File: config.mk
export PLATFORM = sky130hd
export DESIGN_NAME = multicycle_control
export DESIGN_NICKNAME = d
export VERILOG_FILES = /design/src/rtl/multicycle_control.sv
export SDC_FILE = /design/constraint.sdc
export NUM_CORES = 1
export LEC_CHECK = 0
export ABC_AREA = 1
export CORE_MARGIN = 4
export CORE_UTILIZATION = 30
export DETAILED_ROUTE_END_ITERATION = 6
export GPL_ROUTABILITY_DRIVEN = 1
export SYNTH_ARGS = -nofsm -noshare
export SYNTH_HDL_FRONTEND = slang
export SYNTH_SLANG_ARGS = --single-unit
File: constraint.sdc
create_clock -name clk -period 2.8 [get_ports clk]
set_input_delay 0.7 -clock clk [delete_from_list [all_inputs] [get_ports clk]]
set_output_delay 0.7 -clock clk [all_outputs]
set_load 0.01 [all_outputs]
File: src/rtl/multicycle_control.sv
// Multi-cycle MIPS control FSM with req/ready memory handshake and bounded wait timeout.
// Optional JUMP support is enabled by defining CONTROL_JUMP_EN.
module multicycle_control #(
  parameter int unsigned ALU_OP_WIDTH = 4,
  parameter int unsigned TIMEOUT_W    = 4,
  parameter int unsigned MEM_TIMEOUT  = 15
) (
  input  logic                    clk,
  input  logic                    rst_n,
  input  logic [5:0]              i_opcode,
  input  logic [5:0]              i_funct,
  input  logic                    i_alu_zero,
  input  logic                    i_mem_ready,
  output logic [ALU_OP_WIDTH-1:0] o_alu_op,
  output logic                    o_alu_src_a,
  output logic [1:0]              o_alu_src_b,
  output logic                    o_iord,
  output logic                    o_mem_req,
  output logic                    o_mem_we,
  output logic                    o_ir_load,
  output logic                    o_pc_load,
  output logic [1:0]              o_pc_src,
  output logic                    o_rd_addr_sel,
  output logic                    o_rd_data_sel,
  output logic                    o_rd_en,
  output logic                    o_bus_err
);

  localparam logic [3:0] ALU_OP_AND = 4'd0;
  localparam logic [3:0] ALU_OP_OR  = 4'd1;
  localparam logic [3:0] ALU_OP_ADD = 4'd2;
  localparam logic [3:0] ALU_OP_SUB = 4'd6;
  localparam logic [3:0] ALU_OP_SLT = 4'd7;

  localparam logic [5:0] OPCODE_RTYPE = 6'h00;
  localparam logic [5:0] OPCODE_J     = 6'h02;
  localparam logic [5:0] OPCODE_BEQ   = 6'h04;
  localparam logic [5:0] OPCODE_ADDI  = 6'h08;
  localparam logic [5:0] OPCODE_LW    = 6'h23;
  localparam logic [5:0] OPCODE_SW    = 6'h2B;

  localparam logic [5:0] FUNCT_ADD = 6'h20;
  localparam logic [5:0] FUNCT_SUB = 6'h22;
  localparam logic [5:0] FUNCT_AND = 6'h24;
  localparam logic [5:0] FUNCT_OR  = 6'h25;
  localparam logic [5:0] FUNCT_SLT = 6'h2A;

  localparam logic [TIMEOUT_W-1:0] TimeoutCnt = TIMEOUT_W'(MEM_TIMEOUT);

  typedef enum logic [3:0] {
    StFetch, StDecode, StExec, StAluWb, StIExec, StIWb,
    StMemAdr, StMemRd, StMemWb, StMemWr, StBranch, StJump
  } state_e;

  state_e               r_state;
  logic [TIMEOUT_W-1:0] r_wait_cnt;
  logic                 r_bus_err;

  logic       w_mem_done;
  logic       w_timeout;
  logic [3:0] w_alu_op;

  assign w_mem_done = o_mem_req & i_mem_ready;
  assign w_timeout  = o_mem_req & ~i_mem_ready & (r_wait_cnt == TimeoutCnt);

  always_ff @(posedge clk or negedge rst_n) begin
    if (!rst_n) begin
      r_state    <= StFetch;
      r_wait_cnt <= '0;
      r_bus_err  <= 1'b0;
    end else begin
      r_bus_err <= 1'b0;
      // Count only while a request is stalled; any completion or idle state keeps it at zero
      if (o_mem_req && !w_mem_done && !w_timeout) begin
        r_wait_cnt <= r_wait_cnt + TIMEOUT_W'(1);
      end else begin
        r_wait_cnt <= '0;
      end

      if (w_timeout) begin
        r_state   <= StFetch;
        r_bus_err <= 1'b1;
      end else begin
        unique case (r_state)
          StFetch: if (i_mem_ready) r_state <= StDecode;
          StDecode: begin
            case (i_opcode)
              OPCODE_RTYPE: r_state <= StExec;
              OPCODE_ADDI:  r_state <= StIExec;
              OPCODE_LW,
              OPCODE_SW:    r_state <= StMemAdr;
              OPCODE_BEQ:   r_state <= StBranch;
`ifdef CONTROL_JUMP_EN
              OPCODE_J:     r_state <= StJump;
`endif
              default: begin
                r_state   <= StFetch;
                r_bus_err <= 1'b1;
              end
            endcase
          end
          StExec:   r_state <= StAluWb;
          StAluWb:  r_state <= StFetch;
          StIExec:  r_state <= StIWb;
          StIWb:    r_state <= StFetch;
          StMemAdr: r_state <= (i_opcode == OPCODE_LW) ? StMemRd : StMemWr;
          StMemRd:  if (i_mem_ready) r_state <= StMemWb;
          StMemWb:  r_state <= StFetch;
          StMemWr:  if (i_mem_ready) r_state <= StFetch;
          StBranch: r_state <= StFetch;
`ifdef CONTROL_JUMP_EN
          StJump:   r_state <= StFetch;
`endif
          default: begin
            r_state   <= StFetch;
            r_bus_err <= 1'b1;
          end
        endcase
      end
    end
  end

  always_comb begin
    w_alu_op      = ALU_OP_AND;
    o_alu_src_a   = 1'b0;
    o_alu_src_b   = 2'd0;
    o_iord        = 1'b0;
    o_mem_req     = 1'b0;
    o_mem_we      = 1'b0;
    o_ir_load     = 1'b0;
    o_pc_load     = 1'b0;
    o_pc_src      = 2'd0;
    o_rd_addr_sel = 1'b0;
    o_rd_data_sel = 1'b0;
    o_rd_en       = 1'b0;
    unique case (r_state)
      StFetch: begin
        o_mem_req   = 1'b1;
        o_alu_src_b = 2'd1;
        w_alu_op    = ALU_OP_ADD;
        o_ir_load   = i_mem_ready;
        o_pc_load   = i_mem_ready;
      end
      StDecode: begin
        o_alu_src_b = 2'd3;
        w_alu_op    = ALU_OP_ADD;
      end
      StExec: begin
        o_alu_src_a = 1'b1;
        case (i_funct)
          FUNCT_ADD: w_alu_op = ALU_OP_ADD;
          FUNCT_SUB: w_alu_op = ALU_OP_SUB;
          FUNCT_AND: w_alu_op = ALU_OP_AND;
          FUNCT_OR:  w_alu_op = ALU_OP_OR;
          FUNCT_SLT: w_alu_op = ALU_OP_SLT;
          default:   w_alu_op = ALU_OP_AND;
        endcase
      end
      StAluWb: begin
        o_rd_en       = 1'b1;
        o_rd_addr_sel = 1'b1;
      end
      StIExec, StMemAdr: begin
        o_alu_src_a = 1'b1;
        o_alu_src_b = 2'd2;
        w_alu_op    = ALU_OP_ADD;
      end
      StIWb: o_rd_en = 1'b1;
      StMemRd: begin
        o_mem_req = 1'b1;
        o_iord    = 1'b1;
      end
      StMemWb: begin
        o_rd_en       = 1'b1;
        o_rd_data_sel = 1'b1;
      end
      StMemWr: begin
        o_mem_req = 1'b1;
        o_mem_we  = 1'b1;
        o_iord    = 1'b1;
      end
      StBranch: begin
        o_alu_src_a = 1'b1;
        w_alu_op    = ALU_OP_SUB;
        o_pc_src    = 2'd1;
        o_pc_load   = i_alu_zero;
      end
`ifdef CONTROL_JUMP_EN
      StJump: begin
        o_pc_load = 1'b1;
        o_pc_src  = 2'd2;
      end
`endif
      default: ;
    endcase
  end

  assign o_alu_op  = ALU_OP_WIDTH'(w_alu_op);
  assign o_bus_err = r_bus_err;

endmodule

Word level (Yosys, flattened, before mapping)
Cells that the tools add are included.

Register bits after elaboration: 9. Bits in latches: 0. Memory bits (writable): 0. Bits in read-only memories: 0. Bits of input ports: 16. Logic and storage cells: 70. Memories kept: 0.

$add $sub $neg: 1. Multipliers: 0. Divide/modulo/power cells: 0. Order comparisons: 0. Eq/ne operators: 22. Shift-type cells: 0. Muxes and demuxes: 24. Bitwise gates (word level): 4. Reduce and logical (&&, ||, !) cells: 16.

Operators by type and width (count): equality test 6 bit (second input constant) (6); case mux 4 bit (7 select lines) (1); 2-to-1 mux 4 bit (6); equality test 4 x 3 -> 1 bit (second input constant) (4); equality test 4 bit (second input constant) (4); case mux 4 bit (4 select lines) (1); case mux 3 bit (4 select lines) (1); 2-to-1 mux 1 bit (11); OR reduction 10 bit (1); != test 3 bit (second input constant) (3); case mux 3 bit (3 select lines) (1); equality test 4 x 2 -> 1 bit (second input constant) (2); OR reduction 4 bit (2); equality test 6 x 3 -> 1 bit (second input constant) (1); equality test 6 x 4 -> 1 bit (second input constant) (1); zero test 6 bit (1); case mux 2 bit (3 select lines) (1); OR reduction 2 bit (3); OR reduction 3 bit (2); OR reduction 5 bit (1); adder 4 x 1 -> 4 bit (second input constant) (1); equality test 4 x 1 -> 1 bit (second input constant) (1); zero test 4 bit (1); case mux 1 bit (2 select lines) (2); 5 further kinds (9).

Depth between registers and ports, before layout
Depth after elaboration: 8. Gate-level depth with buffers: 8. Depth with buffers taken out: 8.

Least setup slack after synthesis
Ideal clock, no wire load.

Kind: input port to output port. Start point: input port i_funct[4]. End point: output port o_alu_op[0]. Arrival time: 1.233 ns. Setup slack: 0.867 ns. Cell stages on the path: 5. Path buffers: 0. Cell sequence: inv_1 nand2_1 nor2_1 nand4_1 a21oi_1.

Word-level cells in the longest chain between the ends: 3. Elaborated cells between the ends (all ways): 6.

Ends and longest elaborated chain: start, declared (line 11) `input logic [5:0] i_funct,`; equality test 6 bit (line 150) `case (i_funct)`; case mux 3 bit (4 select lines) (*) (line 150); case mux 3 bit (3 select lines) (*) (line 136) `unique case (r_state)`; end, declared (line 14) `output logic [ALU_OP_WIDTH-1:0] o_alu_op,`.

Mark *: on every way between the ends. The rest lies on a longest branch, timed or not.

Final worst setup path
Start point: input port i_funct[5]. End point: output port o_alu_op[0].

The elaborated chain is that of the path after synthesis.

==> results.py <==
metrics = {
    "status": {
        "status": "completed",
    },
    "drt": {
        "drtPass1Iterations": 4,
        "ant_nets": 0,
        "num_vias": 928,
        "drc_errors": 0,
        "viasPerCell": 4.66,
        "wl_per_cell_um": 10.5,
        "drt-initial-drc-count": 38,
        "routed_wl_um": 2100,
    },
    "timing": {
        "slew_viol_final": 0,
        "setup_viol": 0,
        "fin_crit_sh_pct": 96.1,
        "hold_viol": 0,
        "fin_ws_ps": 108,
        "fmax_ghz": 0.371,
        "period_needed_ps": 2690,
        "skew_ps": 1.74,
        "hold-worst-slack_ps": 461,
    },
    "cts": {
        "clock_path_buffers": 2,
        "ctsRootBufferMaster": "clkbuf_4",
        "clock_sinks": 9,
        "cts_buffers": 3,
        "cts_tree": "built",
        "clkTransAtPathRegs_ps": 60,
        "clock_latency_ps": 260,
        "h-tree-depth": 1,
    },
    "global_routing": {
        "overflow": 0,
        "grt_use_total_pct": 12.8,
        "grt_max_degree": 10,
        "antenna_found_initial": 0,
        "grt_first_pass_wirelength_um": 3510,
        "grt_pass1_vias": 872,
    },
    "floorplanning": {
        "start_util_pct": 32.2,
        "fp.dieH_um": 60.3,
        "rows": 18,
        "die_w_um": 60.3,
        "core_area_sq_mm": 0.00254,
        "boundaryPins": 34,
        "dieArea_sq_mm": 0.00363,
    },
    "worst_setup_path": {
        "crit_path_end_kind": "output port",
        "start_kind": "input pin",
        "critPathKind": "input pin to output port",
        "path_max_fanout": 3,
        "required_ps": 2100,
        "worstPathArrival_ps": 1990,
    },
    "logic_synthesis": {
        "synth_enable_flop_cells": 0,
        "yosysSeqAreaShare_pct": 27.5,
        "yosysTopAreaCell": "dfrtp_1",
        "yosysWarnings": 0,
        "synth_cell_types": 25,
        "synth_area_leaders": "dfrtp_1, nand2_1, inv_1, nor2_1, nand3_1",
        "async_flop_share_pct": 100,
        "synth_commonest_cells": "nand2_1, inv_1, nor2_1",
        "syn_inst": 133,
        "yosysMostFrequentCell": "nand2_1",
        "synth_top_area_share_pct": 27.5,
        "avgSynthCellArea_sq_um": 6.16,
        "synth_area_sq_um": 820,
        "synth-seq-cells": 9,
        "synthFlopType": "dfrtp_1",
    },
    "place": {
        "pre_cts_slack_ps": -109,
        "gp_congestion": 0.771,
        "io_buffers": 31,
        "dp_hpwl_um": 1780,
    },
    "final_layout": {
        "layout.nets": 187,
        "drive_gt1_share_pct": 10.7,
        "multiInputGateArea_sq_um": 477,
        "diodes": 0,
        "syn_to_final_growth_pct": 46.4,
        "n_fill_cell": 279,
        "regArea_sq_um": 225,
    },
    "power_and_ir_drop": {
        "irDropWorstVdd_v": 0.000365,
        "p_leak_nw": 0.638,
        "total_power_w": 0.000654,
        "p_per_area_mw_per_mm2": 545,
    },
    "min_path": {
        "hold_class": "register to register",
    },
    "run": {
        "maxCapViolations": 0,
    },
}
worst paths after layout:
check / to / startpoint / cells after the start / slack, ps
max in group asynchronous: r_state[2] / rst_n / 1 / 1800
min in group asynchronous: r_wait_cnt[3] / rst_n / 1 / 730
worst min register to register: r_wait_cnt[0] / r_wait_cnt[0] / 1 / 460
worst max register to register: r_state[3] / r_state[3] / 6 / 1510
worst max-delay path: o_alu_op[0] / i_funct[5] / 7 / 110
worst min-delay path: r_wait_cnt[0] / r_wait_cnt[0] / 1 / 460
sequential cells by signal (all words and copies together) (netlist names):
| register | flops |
|---|---|
| r_wait_cnt | 4 |
| r_state | 4 |
| o_bus_err | 1 |
routing by layer:
metal	up-vias	wire length [um]	GRT usage (%)
met2	25	1040	23.1
met5	-	0	0
met1	416	855	14.1
met4	0	25	5.70
li1	483	-	-
met3	4	171	2.59
through the flow:
stage               instances  instance area (sq um)  util [%]  TNS [ps]
floorplan                 134                    823         -         0
global placement          194                   1160      45.7     -31.9
detailed placement        194                   1160      45.7      -156
CTS                       198                   1190      46.8         0
global route              199                   1200      47.1    -0.212
finish                    199                   1200      47.1         0
layout make-up:
cell class	instances	share of cell area [%]
clock buffer	4	2.19
multi-input combinational	94	39.7
timing repair buffer	33	27.1
tap	30	3.13
sequential	9	18.8
inverter	29	9.07
cells in the final DEF, fill, tap and decap left out, types with 3 or more instances in the layout:
cell type | Yosys | routed
nand4_1 | 4 | 4
nand3_1 | 11 | 11
o21ai_0 | 3 | 3
clkdlybuf4s50_1 | 0 | 28
a21oi_1 | 3 | 3
nand2_1 | 32 | 32
nor2_1 | 21 | 20
nand2_2 | 4 | 4
dfrtp_1 | 9 | 9
nor2_2 | 2 | 3
clkbuf_4 | 0 | 3
inv_1 | 26 | 26
kinds of logic after synthesis:
logic type / Yosys count / share of synthesized area [%]
AO/OA/AOI/OAI: 10 / 7.33
XOR/XNOR: 1 / 1.07
adder cells (fa/ha/maj): 1 / 1.53
buffers and inverters: 31 / 15.1
flip-flops: 9 / 27.5
other: 1 / 0.458
AND/OR/NAND/NOR: 80 / 47.0
critical path, stage by stage:
cell	delay (ps)
clkdlybuf4s50_1	460
nand2_1	70
nor2_2	150
buf_4	120
nand4_1	70
a21oi_1	140
dlygate4sd2_1	280
where the power goes:
part / total [W] / switching (W) / internal (W) / leakage (nW)
clock network: 0.000100 / 0.0000456 / 0.0000549 / 0.0150
logic: 0.000371 / 0.000196 / 0.000175 / 0.503
registers: 0.000183 / 0.0000260 / 0.000157 / 0.120
total: 0.000654 / 0.000268 / 0.000386 / 0.638
what timing repair did:
item                                    4_1_cts  5_1_grt
endpoints found under the setup margin        3        1
buffers inserted                              0        1
endpoints found under the hold margin         0        0
pin swaps                                     0        1
resized for setup                             3        1
hold buffers                                  0        0
No activity file was read; power rests on OpenSTA's default activity.
